$ cat config.mk
export PLATFORM = sky130hd
export DESIGN_NAME = i2c_slave_read_ctrl
export DESIGN_NICKNAME = d
export VERILOG_FILES = /design/src/rtl/i2c_slave_read_ctrl.sv
export SDC_FILE = /design/constraint.sdc
export NUM_CORES = 1
export LEC_CHECK = 0
export ABC_AREA = 1
export BUFFER_PORTS_ARGS = -buffer_cell sky130_fd_sc_hd__buf_2
export CORE_MARGIN = 2
export CORE_UTILIZATION = 47
export CTS_CLUSTER_SIZE = 28
export DETAILED_ROUTE_END_ITERATION = 16
export GPL_TIMING_DRIVEN = 0
export HOLD_SLACK_MARGIN = 0.06
export MAX_ROUTING_LAYER = met4
export PLACE_DENSITY = 0.72
export SETUP_SLACK_MARGIN = 0.4
export SYNTH_ARGS = -nofsm -noshare
export SYNTH_HDL_FRONTEND = slang
export SYNTH_SLANG_ARGS = --single-unit
$ cat constraint.sdc
create_clock -name clk -period 1 [get_ports clk]
set_input_delay 0 -clock clk [delete_from_list [all_inputs] [get_ports clk]]
set_output_delay 0 -clock clk [all_outputs]
set_load 0.005 [all_outputs]
$ cat src/rtl/i2c_slave_read_ctrl.sv
// I2C slave bit/byte receive engine with START/STOP error detection.
// Optional I2C_SLAVE_READ_SYNC_EN adds 2-flop synchronizers on scl_i/sda_i.
module i2c_slave_read_ctrl #(
    parameter int BYTE_BITS = 8
) (
    input  logic clk,
    input  logic rst,
    input  logic rd_en,
    input  logic is_byte,
    output logic rd_ld,
    output logic data_o,
    output logic rd_finish,
    output logic get_start,
    output logic get_stop,
    output logic rd_err,
    input  logic scl_i,
    input  logic sda_i
);

    localparam int CW = $clog2(BYTE_BITS + 1);

    typedef enum logic [1:0] {
        IDLE,
        RECV,
        DONE
    } state_t;

    logic scl;
    logic sda;

`ifdef I2C_SLAVE_READ_SYNC_EN
    logic [1:0] scl_sync;
    logic [1:0] sda_sync;

    always_ff @(posedge clk) begin
        if (rst) begin
            scl_sync <= 2'b11;
            sda_sync <= 2'b11;
        end else begin
            scl_sync <= {scl_sync[0], scl_i};
            sda_sync <= {sda_sync[0], sda_i};
        end
    end

    assign scl = scl_sync[1];
    assign sda = sda_sync[1];
`else
    assign scl = scl_i;
    assign sda = sda_i;
`endif

    logic scl_d;
    logic sda_d;
    logic scl_rise;
    logic scl_fall;
    logic sda_rise;
    logic sda_fall;

    // SDA edges only count as START/STOP when SCL is stable high
    assign scl_rise = scl & ~scl_d;
    assign scl_fall = ~scl & scl_d;
    assign sda_fall = scl & scl_d & ~sda & sda_d;
    assign sda_rise = scl & scl_d & sda & ~sda_d;

    state_t        state;
    state_t        state_nxt;
    logic [CW-1:0] cnt;
    logic [CW-1:0] cnt_nxt;
    logic [CW-1:0] target;
    logic [CW-1:0] target_nxt;
    logic          err_flag;
    logic          err_flag_nxt;
    logic          ld_nxt;
    logic          data_nxt;
    logic          finish_nxt;
    logic          rerr_nxt;
    logic          start_nxt;
    logic          stop_nxt;

    always_ff @(posedge clk) begin
        if (rst) begin
            state     <= IDLE;
            cnt       <= '0;
            target    <= '0;
            err_flag  <= 1'b0;
            scl_d     <= 1'b1;
            sda_d     <= 1'b1;
            rd_ld     <= 1'b0;
            data_o    <= 1'b0;
            rd_finish <= 1'b0;
            rd_err    <= 1'b0;
            get_start <= 1'b0;
            get_stop  <= 1'b0;
        end else begin
            state     <= state_nxt;
            cnt       <= cnt_nxt;
            target    <= target_nxt;
            err_flag  <= err_flag_nxt;
            scl_d     <= scl;
            sda_d     <= sda;
            rd_ld     <= ld_nxt;
            data_o    <= data_nxt;
            rd_finish <= finish_nxt;
            rd_err    <= rerr_nxt;
            get_start <= start_nxt;
            get_stop  <= stop_nxt;
        end
    end

    always_comb begin
        state_nxt    = state;
        cnt_nxt      = cnt;
        target_nxt   = target;
        err_flag_nxt = err_flag;
        ld_nxt       = 1'b0;
        data_nxt     = data_o;
        finish_nxt   = 1'b0;
        rerr_nxt     = 1'b0;
        start_nxt    = 1'b0;
        stop_nxt     = 1'b0;
        unique case (state)
            IDLE: begin
                if (rd_en) begin
                    target_nxt   = is_byte ? CW'(BYTE_BITS) : CW'(1);
                    cnt_nxt      = '0;
                    err_flag_nxt = 1'b0;
                    state_nxt    = RECV;
                end
            end
            RECV: begin
                if (!rd_en) begin
                    state_nxt = IDLE;
                end else begin
                    if (scl_rise) begin
                        data_nxt = sda;
                        ld_nxt   = 1'b1;
                        cnt_nxt  = cnt + CW'(1);
                    end
                    if (sda_fall) begin
                        start_nxt    = 1'b1;
                        err_flag_nxt = 1'b1;
                    end
                    if (sda_rise) begin
                        stop_nxt     = 1'b1;
                        err_flag_nxt = 1'b1;
                    end
                    if (scl_fall && cnt == target) begin
                        finish_nxt = 1'b1;
                        rerr_nxt   = err_flag;
                        state_nxt  = DONE;
                    end
                end
            end
            DONE: begin
                if (!rd_en) state_nxt = IDLE;
            end
            default: state_nxt = IDLE;
        endcase
    end

endmodule

# Word level (Yosys, flattened, before mapping)
# Cells that the tools add are included.
classes:
  addsub: 1
  n_eq_ne: 9
  muxes: 19
  bitwise_logic: 14
  reduce_logical: 10
op_table:
  columns: ["cell", "count"]
  rows:
  - ["$mux 4", 4]
  - ["$mux 1", 8]
  - ["$mux 2", 4]
  - ["$ne 2x2->1 const B", 4]
  - ["$pmux 4 s2", 1]
  - ["$reduce_and 4->1", 2]
  - ["$and 1x1->1", 7]
  - ["$not 1->1", 7]
  - ["$ne 3x3->1 const B", 2]
  - ["$pmux 2 s3", 1]
  - ["$reduce_and 3->1", 2]
  - ["$add 4x1->4 const B", 1]
  - ["$eq 4x4->1", 1]
  - ["$reduce_or 4->1", 1]
  - ["$reduce_or 3->1", 1]
  - ["$eq 2x1->1 const B", 1]
  - ["$eq 2x2->1 const B", 1]
  - ["$logic_not 2->1", 1]
  - ["$pmux 1 s2", 1]
  - ["$reduce_and 2->1", 1]
  - ["$reduce_bool 2->1", 1]
  - ["$logic_and 1x1->1", 1]
word_totals:
  register_bits: 19
  input_bits: 6
  elab_cells: 65

# Longest topological paths before layout
# Gate-level depths: netlist of the first run.
logic_depth:
  ltp_word: 7
  depth_mapped: 7

# Least setup slack after synthesis of the first run
# OpenSTA, ideal clock, no wires.
synth_timing:
  kind: "register -> register"
  start: "register state[1]"
  end: "register cnt[0]"
  setup_ps: 113
  arrival_ps: 822
  slack_ps: 65
  stages_incl_launch_ff: 7
  n_path_buf: 0
  synth_period_minus_slack_ps: 935
  path_cell_list: "dfxtp_1 -> inv_1 -> nand2_1 -> a21oi_1 -> nand2_1 -> nand2_1 -> nor2_1"
synth_via:
  elab_chain_len: 3
  word_cells_on_any_way: 8
  classes_between: "4 x eq/ne; 1 x mux; 3 x reduce/logical"
synth_lines:
  columns: ["item", "line", "rtl"]
  rows:
  - ["start, declared", "65", "state_t state;"]
  - ["start signal, assigned", "95", "state <= state_nxt;"]
  - ["$eq 2x1->1 / $logic_not 2->1 (equally long branches)", "121", "unique case (state)"]
  - ["$ne 2x2->1 (no line) / $reduce_bool 2->1 (equally long branches)", null, null]
  - ["$reduce_and 4->1 (no line)", null, null]
  - ["end signal, assigned", "96", "cnt <= cnt_nxt;"]
  - ["end, declared", "67", "logic [CW-1:0] cnt;"]
# Parallel ways exist; a longest one is shown, timed or not.
# A chain may end at the register's enable or synchronous reset.

# Worst setup path in the final report of the first run
layout_timing:
  start: "register state[1]"
  end: "register err_flag"
layout_via:
  elab_chain_len: 3
  word_cells_on_any_way: 8
  classes_between: "4 x eq/ne; 1 x mux; 3 x reduce/logical"
layout_lines:
  columns: ["item", "line", "rtl"]
  rows:
  - ["$eq 2x1->1 / $logic_not 2->1 (equally long branches)", "121", null]
  - ["$ne 3x3->1 (no line), or another cell as far along", null, null]
  - ["$reduce_and 4->1 (no line)", null, null]
  - ["end signal, assigned", "98", "err_flag <= err_flag_nxt;"]
  - ["end, declared", "71", "logic err_flag;"]
# Parallel ways exist; a longest one is shown, timed or not.

==> impl_metrics.env, run 1 <==
export IMPL_status="finished with violations"
export IMPL_failed_checks="hold timing"
export IMPL_syn_inst=108
export IMPL_drc=0
export IMPL_combPwrFrac_pct=17.1
export IMPL_grt_use_total_pct=19.9
export IMPL_rows=14
export IMPL_max_freq_ghz=1.03
export IMPL_arrival_ns=1.16
export IMPL_p_leak_nw=0.492
export IMPL_crit_path_end_kind="flop"
export IMPL_clk_latency_ns=0.30
export IMPL_synth_top_area_share_pct=45.1
export IMPL_worst_path_max_delay_cell="dfxtp_4"
export IMPL_yosysTopAreaCell="dfxtp_1"
export IMPL_path_class="flop to flop"
export IMPL_cts_sinks=17
export IMPL_dr_pass1_iters=4
export IMPL_diodes=0
export IMPL_via_count=724
export IMPL_h_tree_depth=1
export IMPL_switchingPower_w=0.000381
export IMPL_dpl_cell_count=135
export IMPL_yosysMostFrequentCell="nand2_1"
export IMPL_drive_gt1_share_pct=43.5
export IMPL_ys_ff_latch=17
export IMPL_post_drt_wl_per_cell_um=10.6
export IMPL_synth_ff_type="dfxtp_1"
export IMPL_grt_max_degree=11
export IMPL_cp_required_ns=1.19
export IMPL_synthTopCellsByArea="dfxtp_1 (45%), nand2_1 (16%), nor2_1 (9.0%)"
export IMPL_initial_core_util_pct=50.1
export IMPL_place_area_um2=846
export IMPL_tightest_slew_ns=0.304
export IMPL_async_flop_share_pct=0
export IMPL_die_h_um=44.1
export IMPL_start_kind="flop"
export IMPL_grt_pass1_wl_mm=2.62
export IMPL_syn_to_final_growth_pct=36.7
export IMPL_totalWireLength_mm=1.56
export IMPL_via_per_inst=4.93
export IMPL_switching_share_pct=28.5
export IMPL_ys_warnings_count=0
export IMPL_synthesis_area_um2=754
export IMPL_dp_hpwl_mm=1.07
export IMPL_post_route_period_util_pct=97.0
export IMPL_antenna_left=0
export IMPL_fin_crit_ns=0.970
export IMPL_synth_edff_count=0
export IMPL_intPower_w=0.000953
export IMPL_vdd_drop_max_mv=0.900
export IMPL_hp_class="input pin to flop"
export IMPL_place_congestion=0.812
export IMPL_slew_viol_final=0
export IMPL_holdWs_ns=-0.0807
export IMPL_io_pins=12
export IMPL_portBuffers=11
export IMPL_syn_nets=115
export IMPL_grt_pass1_vias=660
export IMPL_syn_mean_instance_area_um2=6.99
export IMPL_cts_tree="yes"
export IMPL_slew_headroom_pct=79.6
export IMPL_drtIter0Drc=14
export IMPL_worst_path_max_fanout=4
export IMPL_synth_common_cells="nand2_1 (32), nor2_1 (18), dfxtp_1 (17)"
export IMPL_hold_viol_final=2
export IMPL_power_density_nw_per_um2=1290
export IMPL_cp_cell_sequence="nor2_4 > nand2_2 > nand2_2 > nor2_1 > nand2_1 > nand2_1"
export IMPL_layout_nets=139
export IMPL_clockBufferDepth=2
export IMPL_fin_cells=147
export IMPL_dieWidth_um=44.1
export IMPL_core_area_um2=1510
export IMPL_slowest_delay_ns=0.38
export IMPL_maxCapViolCount=0
export IMPL_antenna_found_initial=0
export IMPL_clk_pin_slew_worst_paths_ns=0.11
export IMPL_rsz0062_at_grt="true"
export IMPL_seq_area_frac_synth_pct=45.1
export IMPL_skew_ns=0.0149
export IMPL_setup_viol=0
export IMPL_cts_made_buffers=3
export IMPL_yosys_cell_types_count=18
export IMPL_final_cell_area_um2=1030
export IMPL_dieArea_um2=1940
export IMPL_clock_power_share_pct=28.5
export IMPL_p_seq_share_pct=54.5
export IMPL_gr_total_overflow=0
export IMPL_cts_root_buf="clkbuf_4"
area by class of cell:
cell class                 count  area (um2)
fill                         112         475
inverter                      19        73.8
multi-input combinational     72         425
sequential                    17         358
timing repair buffer          19         128
clock buffer                   4        26.3
tap                           16        20.0
final timing paths:
kind | end | slack (ns) | from | cells after the start
max | err_flag$_SDFFE_PP0P_ | 0.03 | state[1]$_SDFFE_PP0P_ | 6
min | sda_d$_SDFF_PP1_ | -0.08 | sda_i | 3
max reg2reg | err_flag$_SDFFE_PP0P_ | 0.03 | state[1]$_SDFFE_PP0P_ | 6
min reg2reg | rd_err$_SDFF_PP0_ | 0.46 | err_flag$_SDFFE_PP0P_ | 2
timing repair:
| item | CTS | global route |
|---|---|---|
| setup endpoints to repair | 21 | 21 |
| endpoints found under the hold margin | 7 | 6 |
| pin swaps | 5 | 2 |
| hold buffers | 1 | 1 |
| buffers inserted | 6 | 0 |
| resized for setup | 13 | 16 |
cell families after synthesis:
logic type	Yosys count	share of synthesized area, %
AOI/OAI and AO/OA	4	2.82
xor gates and xnor gates	1	1.16
adders and majority gates	1	1.66
buffers and inverters	19	9.62
DFF	17	45.1
and+or+nand+nor	66	39.6
power groups by stage:
| stage | clock (W) | sequential [W] | combinational, W |
|---|---|---|---|
| after detailed placement | 0 | 0.000738 | 0.000162 |
| after floorplan | 0 | 0.000734 | 0.000124 |
| final | 0.000380 | 0.000726 | 0.000227 |
| after CTS | 0.000379 | 0.000724 | 0.000206 |
| after global routing | 0.000429 | 0.000730 | 0.000255 |
| after global placement | 0 | 0.000737 | 0.000160 |
critical path, delay by kind of cell (launching register included):
| kind | cells | cell delay, ns |
|---|---|---|
| simple gates | 6 | 0.48 |
| flops | 1 | 0.38 |
per-layer routing:
layer  GRT usage [%]  vias to the layer above  routed length (um)
met3            5.31                        4                  59
met5               -                        -                   0
met1            19.9                      331                 652
li1                -                      374                   -
met2            34.4                       15                 828
met4            11.5                        0                  23
state kept, by name, indices dropped and copies added, names as in the netlist:
signal	count
cnt	4
rd_ld	1
state	2
rd_err	1
target	2
get_start	1
err_flag	1
sda_d	1
data_o	1
get_stop	1
scl_d	1
rd_finish	1
metrics by stage:
| step | setup slack, ns | setup TNS (ns) | util, % | power (W) |
|---|---|---|---|---|
| finish | 0.0300 | 0 | 68.4 | 0.00133 |
| floorplan | 0.0997 | 0 | - | 0.000858 |
| CTS | 0.0427 | 0 | 64.7 | 0.00131 |
| detailed placement | -0.0297 | -0.0515 | 56.1 | 0.000901 |
| global route | -0.0400 | -0.227 | 68.4 | 0.00141 |
| global placement | -0.00803 | -0.0137 | 56.1 | 0.000897 |
placed cells by master, fill, tap and decap left out:
| cell | n |
|---|---|
| inv_1 | 11 |
| a21oi_1 | 1 |
| xnor2_1 | 1 |
| clkbuf_4 | 3 |
| nand3_2 | 4 |
| dlygate4sd3_1 | 2 |
| ha_4 | 1 |
| buf_2 | 11 |
| nand3_1 | 3 |
| nand2_4 | 2 |
| nor2_2 | 4 |
| nor2_1 | 12 |
| o22ai_1 | 1 |
| buf_4 | 4 |
| inv_4 | 1 |
| nand2_1 | 28 |
| dfxtp_2 | 5 |
| inv_2 | 6 |
| nand2_2 | 5 |
| a21oi_4 | 1 |
| dfxtp_4 | 3 |
| buf_6 | 2 |
| clkinv_1 | 1 |
| nor2_4 | 5 |
| o21ai_0 | 1 |
| clkbuf_1 | 1 |
| dfxtp_1 | 9 |
| nand4_1 | 3 |
Power figures use the tool's default switching activity.
==> run 2: changes to the inputs <==
--- a/config.mk
+++ b/config.mk
@@ -15,7 +15,7 @@
 export HOLD_SLACK_MARGIN = 0.06
 export MAX_ROUTING_LAYER = met4
 export PLACE_DENSITY = 0.72
-export SETUP_SLACK_MARGIN = 0.4
+export SETUP_SLACK_MARGIN = 0.05
 export SYNTH_ARGS = -nofsm -noshare
 export SYNTH_HDL_FRONTEND = slang
 export SYNTH_SLANG_ARGS = --single-unit
==> constraint.sdc (replaced) <==
create_clock -name clk -period 1 [get_ports clk]
set_input_delay 0 -clock clk [delete_from_list [all_inputs] [get_ports clk]]
set_output_delay 0 -clock clk [all_outputs]
set_load 0.02 [all_outputs]
==> run 2 against run 1 <==
The run ends with setup timing left. Die area unchanged. Count of clock-buffer cells in the layout decreased by 1. Fmax decreased by 5.5%. Worst hold slack improved by 0.18 ns. Final cell count increased by 3.4%. Via count increased by 2.5%. Worst setup slack got worse by 0.057 ns. Wire length increased by 21%. First-iteration DRC count decreased by 14%. Sequential cell count unchanged. Cell area increased by 5.9%. Highest routed layer unchanged.
==> impl_metrics.env, run 2 (synthesis gave the netlist of run 1 again) <==
export IMPL_status="finished with violations"
export IMPL_failed_checks="setup timing"
export IMPL_tightest_slew_ns=0.385
export IMPL_clk_latency_ns=0.29
export IMPL_fin_ws_ns=-0.0269
export IMPL_final_cell_area_um2=1090
export IMPL_core_area_um2=1510
export IMPL_hold_depth=4
export IMPL_grt_use_total_pct=19.8
export IMPL_worst_path_max_delay_cell="dfxtp_2"
export IMPL_top_regs="cnt (4), state (2), target (2)"
export IMPL_r2r_slack_ns=-0.03
export IMPL_slew_headroom_pct=74.2
export IMPL_rsz0062_at_grt="true"
export IMPL_setup_viol=4
export IMPL_final_cell_mix="nand2_1 (29), nor2_1 (14), dfxtp_1 (13), inv_1 (12), buf_2 (10)"
export IMPL_clk_pin_slew_worst_paths_ns=0.11
export IMPL_cp_required_ns=1.24
export IMPL_max_freq_ghz=0.974
export IMPL_cts_tree="yes"
export IMPL_power_density_nw_per_um2=1270
export IMPL_worst_path_max_fanout=3
export IMPL_hold_viol_final=0
export IMPL_dpl_cell_count=135
export IMPL_holdPathEnd="data_o$_SDFFE_PP0P_"
export IMPL_slowest_delay_ns=0.38
export IMPL_start_kind="flop"
export IMPL_vdd_drop_max_mv=0.785
export IMPL_layout_nets=144
export IMPL_path_class="flop to flop"
export IMPL_dp_hpwl_mm=1.05
export IMPL_totalWireLength_mm=1.89
export IMPL_grt_max_degree=11
export IMPL_dr_pass1_iters=4
export IMPL_via_per_inst=4.88
export IMPL_via_count=742
export IMPL_final_common_cell="nand2_1"
export IMPL_dieWidth_um=44.1
export IMPL_clockBufferDepth=2
export IMPL_grt_pass1_wl_mm=2.68
export IMPL_min_delay_start="rd_en"
export IMPL_syn_to_final_growth_pct=44.8
export IMPL_slew_viol_final=0
export IMPL_fin_util_pct=72.5
export IMPL_post_drt_wl_per_cell_um=12.4
export IMPL_drive_gt1_share_pct=40.4
export IMPL_tns_ns=-0.0656
export IMPL_largest_reg_flops=4
export IMPL_drc=0
export IMPL_post_route_period_util_pct=103
export IMPL_h_tree_depth=1
export IMPL_drtIter0Drc=12
export IMPL_antenna_found_initial=0
export IMPL_initial_core_util_pct=50.1
export IMPL_fin_crit_ns=1.03
export IMPL_portBuffers=11
export IMPL_path_depth=6
export IMPL_diodes=0
export IMPL_antenna_left=0
export IMPL_hp_class="input pin to flop"
export IMPL_cts_sinks=17
export IMPL_maxCapViolCount=0
export IMPL_die_h_um=44.1
export IMPL_cts_made_buffers=3
export IMPL_place_congestion=0.785
export IMPL_fin_cells=152
export IMPL_skew_ns=0.00131
export IMPL_arrival_ns=1.27
export IMPL_cts_root_buf="clkbuf_4"
export IMPL_path_buf_inv=2
export IMPL_cp_cell_sequence="inv_4 > nor2_4 > nand3_2 > inv_2 > nand3_4 > nor2_2"
export IMPL_dieArea_um2=1940
export IMPL_io_pins=12
export IMPL_rr_endpoint="rd_err$_SDFF_PP0_"
export IMPL_p_leak_nw=0.526
export IMPL_grt_pass1_vias=650
export IMPL_holdWs_ns=0.101
export IMPL_r2r_start="state[0]$_SDFFE_PP0P_"
export IMPL_regMostFlops="cnt"
export IMPL_crit_path_end_kind="flop"
export IMPL_place_area_um2=830
export IMPL_gr_total_overflow=0
export IMPL_rows=14
export IMPL_path_delay_family="simple AND/OR/NAND/NOR gates"
export IMPL_reg2reg_depth=6
-- run 2: final cells by class --
cell class / instances / area [um2]
Timing Repair Buffer: 24 / 195
Multi-Input combinational cell: 72 / 427
Inverter: 19 / 75.1
Sequential cell: 17 / 348
Fill cell: 123 / 414
Tap cell: 16 / 20.0
Clock buffer: 3 / 22.5
Clock inverter: 1 / 5.00
-- run 2: through the flow --
step                power (W)  setup slack [ns]
global route          0.00144           -0.0894
finish                0.00138           -0.0269
CTS                   0.00132            0.0351
floorplan            0.000854            0.0647
detailed placement   0.000897           -0.0885
global placement     0.000892           -0.0566
-- run 2: report_power, final --
group,total [W],internal [W],switching (W)
Sequential,0.000725,0.000702,0.0000226
Clock,0.000380,0.000149,0.000232
Combinational,0.000280,0.000124,0.000156
Total,0.00138,0.000975,0.000410
-- run 2: worst register-to-register path, stage by stage, from the launching register on --
cell and delay [ns]:
dfxtp_2 0.38, inv_4 0.05, nor2_4 0.14, nand3_2 0.11, inv_2 0.11, nand3_4 0.10, nor2_2 0.08
-- run 2: metal layers --
metal	part of all wire, %	track usage [%]
met4	3.7	9.09
met5	0	-
met3	2.9	4.08
met2	53	34.4
met1	40	21.4
-- run 2: repair_timing --
| action | 4_1_cts | 5_1_grt |
|---|---|---|
| hold buffers | 4 | 1 |
| pin swaps | 4 | 3 |
| setup endpoints to repair | 12 | 15 |
| endpoints found under the hold margin | 7 | 1 |
| buffers inserted | 6 | 2 |
| resized for setup | 13 | 21 |
-- run 2: how the worst max path moves through the flow --
stage                           from                    end  slack [ns]
2_1_floorplan  state[1]$_SDFFE_PP0P_    cnt[0]$_SDFFE_PP0P_        0.06
3_3_place_gp        scl_d$_SDFF_PP1_    cnt[0]$_SDFFE_PP0P_       -0.06
3_5_place_dp        scl_d$_SDFF_PP1_    cnt[0]$_SDFFE_PP0P_       -0.09
4_1_cts        state[0]$_SDFFE_PP0P_    cnt[0]$_SDFFE_PP0P_        0.04
5_1_grt          cnt[0]$_SDFFE_PP0P_  state[0]$_SDFFE_PP0P_       -0.09
6_report       state[0]$_SDFFE_PP0P_      rd_err$_SDFF_PP0_       -0.03
